## src/rtl/cmplxdiv_pkg.sv

```systemverilog
// Shared types for the sequential complex divider.
package cmplxdiv_pkg;

  typedef enum logic [1:0] {
    IDLE = 2'd0,
    LOAD = 2'd1,
    DIV  = 2'd2,
    DONE = 2'd3
  } state_t;

endpackage

```

## src/rtl/cmplxdiv_udiv.sv

```systemverilog
// Unsigned restoring divider, one quotient bit per cycle, MSB first; busy for NW cycles after start.
// No backpressure: the caller holds off start while busy and reads quotient once busy drops.
module cmplxdiv_udiv #(
  parameter int NW = 9,
  parameter int DW = 6
) (
  input  logic          clk,
  input  logic          rst,
  input  logic          start,
  input  logic [NW-1:0] dividend,
  input  logic [DW-1:0] divisor,
  output logic          busy,
  output logic [NW-1:0] quotient
);

  localparam int CW = (NW > 1) ? $clog2(NW) : 1;

  logic [DW-1:0] dsr;
  logic [NW-1:0] shr;
  logic [DW-1:0] rem;
  logic [CW-1:0] cnt;
  logic [DW:0]   sh;
  logic          ge;
  logic [DW-1:0] rem_nx;

  // The partial remainder stays below the divisor, so one extra bit holds the shifted trial value.
  always_comb begin
    sh     = {rem, shr[NW-1]};
    ge     = (sh >= {1'b0, dsr});
    rem_nx = ge ? DW'(sh - {1'b0, dsr}) : sh[DW-1:0];
  end

  always_ff @(posedge clk) begin
    if (rst) begin
      dsr      <= '0;
      shr      <= '0;
      rem      <= '0;
      cnt      <= '0;
      busy     <= 1'b0;
      quotient <= '0;
    end else if (start) begin
      dsr      <= divisor;
      shr      <= dividend;
      rem      <= '0;
      cnt      <= CW'(NW - 1);
      busy     <= 1'b1;
      quotient <= '0;
    end else if (busy) begin
      rem      <= rem_nx;
      shr      <= {shr[NW-2:0], 1'b0};
      quotient <= {quotient[NW-2:0], ge};
      if (cnt == '0) begin
        busy <= 1'b0;
      end else begin
        cnt <= cnt - CW'(1);
      end
    end
  end

endmodule

```

## src/rtl/cmplxdiv.sv

```systemverilog
// Complex divider (product-format dividend / operand-format divisor); fixed 3*DBW+2 cycle latency.
// in_ready only when idle; result held with out_valid until out_ready, no overlap of ops.
module cmplxdiv
  import cmplxdiv_pkg::*;
#(
  parameter int DBW = 3
) (
  input  logic             clk,
  input  logic             rst,
  input  logic             in_valid,
  output logic             in_ready,
  input  logic [4*DBW-1:0] dvd,
  input  logic [2*DBW-1:0] dvs,
  output logic             out_valid,
  input  logic             out_ready,
  output logic [2*DBW-1:0] quo,
  output logic             ovf,
  output logic             dz
);

  localparam int NW = 3 * DBW;
  localparam int XW = 3 * DBW + 1;
  localparam logic [NW-1:0]  POSLIM = NW'(2 ** (DBW - 1) - 1);
  localparam logic [NW-1:0]  NEGLIM = NW'(2 ** (DBW - 1));
  localparam logic [DBW-1:0] MAXV   = {1'b0, {(DBW - 1){1'b1}}};
  localparam logic [DBW-1:0] MINV   = {1'b1, {(DBW - 1){1'b0}}};

  state_t state, nxt;

  logic [4*DBW-1:0]     dvd_r;
  logic [2*DBW-1:0]     dvs_r;
  logic signed [XW-1:0] dre_x, dim_x, sre_x, sim_x;
  logic signed [XW-1:0] num_re, num_im;
  logic [2*DBW-1:0]     den;
  logic [NW-1:0]        mag_re, mag_im;
  logic [NW-1:0]        q_re, q_im;
  logic                 busy_re, busy_im;
  logic                 neg_re, neg_im, dzero;
  logic                 start, fin;
  logic [DBW:0]         fix_re, fix_im;

  // Returns {clamped, value}: applies the quotient sign to a magnitude and clamps to DBW bits.
  function automatic logic [DBW:0] sat_fix(input logic neg, input logic [NW-1:0] mag);
    logic [DBW-1:0] m;
    m = mag[DBW-1:0];
    if (!neg) sat_fix = (mag > POSLIM) ? {1'b1, MAXV} : {1'b0, m};
    else      sat_fix = (mag > NEGLIM) ? {1'b1, MINV} : {1'b0, {DBW{1'b0}} - m};
  endfunction

  assign dre_x  = XW'($signed(dvd_r[4*DBW-1:2*DBW]));
  assign dim_x  = XW'($signed(dvd_r[2*DBW-1:0]));
  assign sre_x  = XW'($signed(dvs_r[DBW-1:0]));
  assign sim_x  = XW'($signed(dvs_r[2*DBW-1:DBW]));
  assign num_re = dre_x * sre_x + dim_x * sim_x;
  assign num_im = dim_x * sre_x - dre_x * sim_x;
  assign den    = (2 * DBW)'(sre_x * sre_x + sim_x * sim_x);
  assign mag_re = num_re[XW-1] ? NW'(-num_re) : NW'(num_re);
  assign mag_im = num_im[XW-1] ? NW'(-num_im) : NW'(num_im);
  assign start  = (state == LOAD);
  assign fin    = (state == DIV) && !busy_re && !busy_im;
  assign fix_re = sat_fix(neg_re, q_re);
  assign fix_im = sat_fix(neg_im, q_im);

  cmplxdiv_udiv #(.NW(NW), .DW(2 * DBW)) u_div_re (
    .clk      (clk),
    .rst      (rst),
    .start    (start),
    .dividend (mag_re),
    .divisor  (den),
    .busy     (busy_re),
    .quotient (q_re)
  );

  cmplxdiv_udiv #(.NW(NW), .DW(2 * DBW)) u_div_im (
    .clk      (clk),
    .rst      (rst),
    .start    (start),
    .dividend (mag_im),
    .divisor  (den),
    .busy     (busy_im),
    .quotient (q_im)
  );

  always_ff @(posedge clk) begin
    if (rst) state <= IDLE;
    else     state <= nxt;
  end

  always_comb begin
    nxt       = state;
    in_ready  = 1'b0;
    out_valid = 1'b0;
    case (state)
      IDLE: begin
        in_ready = 1'b1;
        if (in_valid) nxt = LOAD;
      end
      LOAD: nxt = DIV;
      DIV:  if (fin) nxt = DONE;
      DONE: begin
        out_valid = 1'b1;
        if (out_ready) nxt = IDLE;
      end
      default: nxt = IDLE;
    endcase
  end

  always_ff @(posedge clk) begin
    if (rst) begin
      dvd_r  <= '0;
      dvs_r  <= '0;
      neg_re <= 1'b0;
      neg_im <= 1'b0;
      dzero  <= 1'b0;
      quo    <= '0;
      ovf    <= 1'b0;
      dz     <= 1'b0;
    end else begin
      if (state == IDLE && in_valid) begin
        dvd_r <= dvd;
        dvs_r <= dvs;
      end
      if (state == LOAD) begin
        neg_re <= num_re[XW-1];
        neg_im <= num_im[XW-1];
        dzero  <= (den == '0);
      end
      // A zero divisor still runs the full iteration so latency never depends on data.
      if (fin) begin
        if (dzero) begin
          quo <= '0;
          ovf <= 1'b0;
          dz  <= 1'b1;
        end else begin
          quo <= {fix_im[DBW-1:0], fix_re[DBW-1:0]};
          ovf <= fix_re[DBW] | fix_im[DBW];
          dz  <= 1'b0;
        end
      end
    end
  end

endmodule

```

## config.mk

```make
export PLATFORM = sky130hd
export DESIGN_NAME = cmplxdiv
export DESIGN_NICKNAME = d
export VERILOG_FILES = /design/src/rtl/cmplxdiv_pkg.sv /design/src/rtl/cmplxdiv_udiv.sv /design/src/rtl/cmplxdiv.sv
export SDC_FILE = /design/constraint.sdc
export NUM_CORES = 1
export LEC_CHECK = 0
export ABC_CLOCK_PERIOD_IN_PS = 6700
export BUFFER_PORTS_ARGS = -buffer_cell sky130_fd_sc_hd__buf_2
export CAP_MARGIN = 20
export CORE_ASPECT_RATIO = 1.5
export CORE_UTILIZATION = 61
export CTS_BUF_LIST = sky130_fd_sc_hd__clkbuf_8
export DETAILED_ROUTE_END_ITERATION = 10
export PLACE_DENSITY = 0.79
export SLEW_MARGIN = 15
export SYNTH_ARGS = -nofsm -noshare
export SYNTH_HDL_FRONTEND = slang
export SYNTH_SLANG_ARGS = --single-unit
export TNS_END_PERCENT = 1
```

## constraint.sdc

```tcl
create_clock -name clk -period 6.7 [get_ports clk]
set_input_delay 1.005 -clock clk [delete_from_list [all_inputs] [get_ports clk]]
set_output_delay 1.005 -clock clk [all_outputs]
set_load 0.005 [all_outputs]
```

==> impl_metrics.env <==
export IMPL_status="finished clean"
export IMPL_clkLatencyLatePin_ps=390
export IMPL_drv_cap=0
export IMPL_power_mw=3.83
export IMPL_num_fill_cells=1098
export IMPL_p_sw_share_pct=47.3
export IMPL_ys_seq_area_share_pct=23.5
export IMPL_power_frac_seq_pct=20.4
export IMPL_avgRoutedWirePerCell_um=14.3
export IMPL_gr_total_overflow=0
export IMPL_final_max_slew_viol_count=0
export IMPL_rsz0062_at_grt="no"
export IMPL_grt_pass1_vias=6047
export IMPL_clock_power_share_pct=10.4
export IMPL_synthDistinctLibCells=64
export IMPL_cts_hold_buf=0
export IMPL_peakVddDrop_v=0.000413
export IMPL_register_area_um2=1900
export IMPL_cts_buffers=9
export IMPL_setup_slack_ps=1230
export IMPL_p_leak_nw=3.94
export IMPL_p_per_area_nw_per_um2=446
export IMPL_drive_gt1_share_pct=7.57
export IMPL_cts_resized=0
export IMPL_synth_most_common_cell="inv_1"
export IMPL_crit_top_cell="fa_1"
export IMPL_syn_area_per_cell_um2=8.70
export IMPL_period_share_pct=81.6
export IMPL_reg2reg_depth=16
export IMPL_design_core_area_um2=13000
export IMPL_num_io_pins=32
export IMPL_switching_power_mw=1.81
export IMPL_r2r_start="dvs_r[2]"
export IMPL_gp_congestion=0.907
export IMPL_grt_usage_pct=25.1
export IMPL_cp_num_buf_inv=3
export IMPL_multi_input_area_um2=5620
export IMPL_yosysTopAreaCell="dfxtp_1"
export IMPL_grt_max_degree=53
export IMPL_slowest_stage="dfxtp_1"
export IMPL_reg2reg_to="u_div_im.shr[7]"
export IMPL_clock_path_buffers=2
export IMPL_setup_violations_final=0
export IMPL_place_area_um2=8370
export IMPL_whs_endpoint="dz"
export IMPL_synth_edf_count=0
export IMPL_syn2layout_area_growth_pct=6.01
export IMPL_post_route_util_pct=66.3
export IMPL_worst_pin_slew_ps=804
export IMPL_crit_arrival_ps=5770
export IMPL_dieArea_um2=13700
export IMPL_die_x_um=96.1
export IMPL_finalClockSkew_ps=18.4
export IMPL_synth_seq_cells=95
export IMPL_hold_depth=2
export IMPL_async_reset_ff_share_pct=0
export IMPL_pre_cts_ws_ps=1280
export IMPL_combPwrFrac_pct=69.2
export IMPL_start_kind="register"
export IMPL_crit_chain="clkinv_1 > nor2_1 > fa_1 > fa_1 > fa_1 > inv_1 > fa_1 > inv_1 > ha_1 > a21o_1 > o21bai_1 > xor2_1 > or4_1 > a2bb2oi_2 > xnor2_1 > a211oi_1"
export IMPL_nNetsFinal=1120
export IMPL_drtIter0Drc=185
export IMPL_setup_tns_ps=0
export IMPL_hold_worst_slack_ps=458
export IMPL_initial_core_util_pct=62.5
export IMPL_route_detailed_drc=0
export IMPL_hpwl_mm=12.6
export IMPL_drtPass1Iterations=4
export IMPL_cts_tree="built"
export IMPL_fp_dieH_um=143
export IMPL_synth_area_leaders="dfxtp_1 (23%), fa_1 (16%), ha_1 (14%)"
export IMPL_diodes=0
export IMPL_cp_end_kind="register"
export IMPL_path_delay_family="adder cells"
export IMPL_wirelength_mm=15.9
export IMPL_cts_setup_buffers=0
export IMPL_finalHoldViolCount=0
export IMPL_r2r_setup_slack_ps=1230
export IMPL_worstHoldPathType="register to register"
export IMPL_cp_max_fo=11
export IMPL_final_cell_count_no_fill=1110
export IMPL_max_freq_mhz=183
export IMPL_ys_top_cells_by_count="inv_1 (113), dfxtp_1 (95), nor2_1 (91)"
export IMPL_synth_top_cell_area_share_pct=23.5
export IMPL_synthCells=931
export IMPL_min_from="dz"
export IMPL_vias=6168
export IMPL_clk_pin_slew_worst_paths_ps=110
export IMPL_syn_nets=1105
export IMPL_max_slew_margin_pct=46.2
export IMPL_port_buffers=31
export IMPL_antenna_found_initial=0
export IMPL_dp_cells=1094
export IMPL_viasPerCell=5.56
export IMPL_stdcell_area_um2=8580
export IMPL_min_period_ps=5470
export IMPL_worst_setup_path_type="register to register"
export IMPL_rows=51
export IMPL_cts_sinks=95
export IMPL_yosysWarnings=0
export IMPL_root_buffer="clkbuf_8"
export IMPL_cts_max_level=3
export IMPL_detail_route_antenna_nets=0
export IMPL_slowest_delay_ps=560
export IMPL_synthFlopType="dfxtp_1"
export IMPL_grt_pass1_wl_mm=26.9
export IMPL_crit_required_ps=7000
export IMPL_p_int_mw=2.02
export IMPL_synthesis_area_um2=8100
## final cells by class
cell class | instances | share of cell area (%)
Multi-Input combinational cell | 685 | 65.5
Sequential cell | 95 | 22.2
Inverter | 116 | 5.07
Timing Repair Buffer | 39 | 2.51
Tap cell | 159 | 2.32
Clock buffer | 9 | 1.44
Clock inverter | 7 | 0.977
## tightest hold or removal path: stages, from the launching register on
cell     delay (ps)
dfxtp_1         320
nand2_1          50
a21oi_1          50
## placed cells by master (no fill, tap or decap), types with 4 or more instances in the layout
master / netlist / routed
nand2_1: 82 / 82
or2_2: 5 / 5
o21ai_0: 25 / 25
o22ai_1: 10 / 10
nor3_1: 11 / 11
o21bai_1: 4 / 4
nor2_1: 91 / 91
a31oi_1: 7 / 7
nand2b_1: 13 / 13
inv_1: 113 / 113
nor2b_1: 10 / 10
a211oi_1: 17 / 17
dfxtp_1: 95 / 95
a21o_1: 8 / 8
xnor2_1: 34 / 34
nand3_1: 5 / 5
fa_1: 64 / 64
buf_4: 1 / 8
ha_1: 88 / 88
or3_1: 5 / 5
nor4_1: 4 / 4
clkbuf_8: 0 / 9
mux2i_1: 42 / 42
xor2_1: 16 / 16
buf_2: 0 / 31
and2_1: 36 / 36
a21oi_1: 57 / 57
## kinds of logic (layout without fill, tap and decap cells)
logic type | after synthesis | after routing | synth area share [%]
buffers and inverters | 151 | 171 | 7.05
other | 1 | 1 | 0.0463
adders and majority gates | 152 | 152 | 29.4
and+or+nand+nor | 277 | 277 | 16.0
muxes | 44 | 44 | 5.47
AOI/OAI and AO/OA | 159 | 159 | 12.5
DFF | 95 | 95 | 23.5
xor gates and xnor gates | 52 | 52 | 5.97
## sequential cells by signal, summed over array words and instances (netlist names), 2 cells and up
register and flops:
u_div_re.rem 6, u_div_im.cnt 4, dvd_r 12, quo 6, u_div_im.shr 9, u_div_re.dsr 6, u_div_re.quotient 9, u_div_im.rem 6
state 2, u_div_im.quotient 9, u_div_re.cnt 4, u_div_re.shr 9, dvs_r 6
## routing by layer
layer / GRT usage, % / up-vias / part of all wire [%]
met3: 3.19 / 41 / 2.0
met1: 27.1 / 2926 / 40
met4: 12.3 / 0 / 4.2
met5: 0 / - / 0
li1: - / 3115 / -
met2: 46.8 / 86 / 54
## power by group through the flow
stage	Clock [mW]	Sequential (mW)	Combinational, mW
final	0.397	0.780	2.65
after global routing	0.430	0.795	3.00
after CTS	0.409	0.778	2.67
after detailed placement	0	0.791	2.63
after global placement	0	0.788	2.57
after floorplan	0	0.751	2.22
## how the worst max path moves through the flow
stage	start	endpoint	cells after the start
3_5_place_dp	dvs_r[2]	u_div_im.shr[7]	16
4_1_cts	dvs_r[2]	u_div_im.shr[7]	16
2_1_floorplan	dvs_r[2]	u_div_im.shr[7]	16
6_report	dvs_r[2]	u_div_im.shr[7]	16
3_3_place_gp	dvs_r[2]	u_div_im.shr[7]	16
5_1_grt	dvs_r[2]	u_div_im.shr[7]	16
Note: power is estimated with default switching activity, not from simulation.
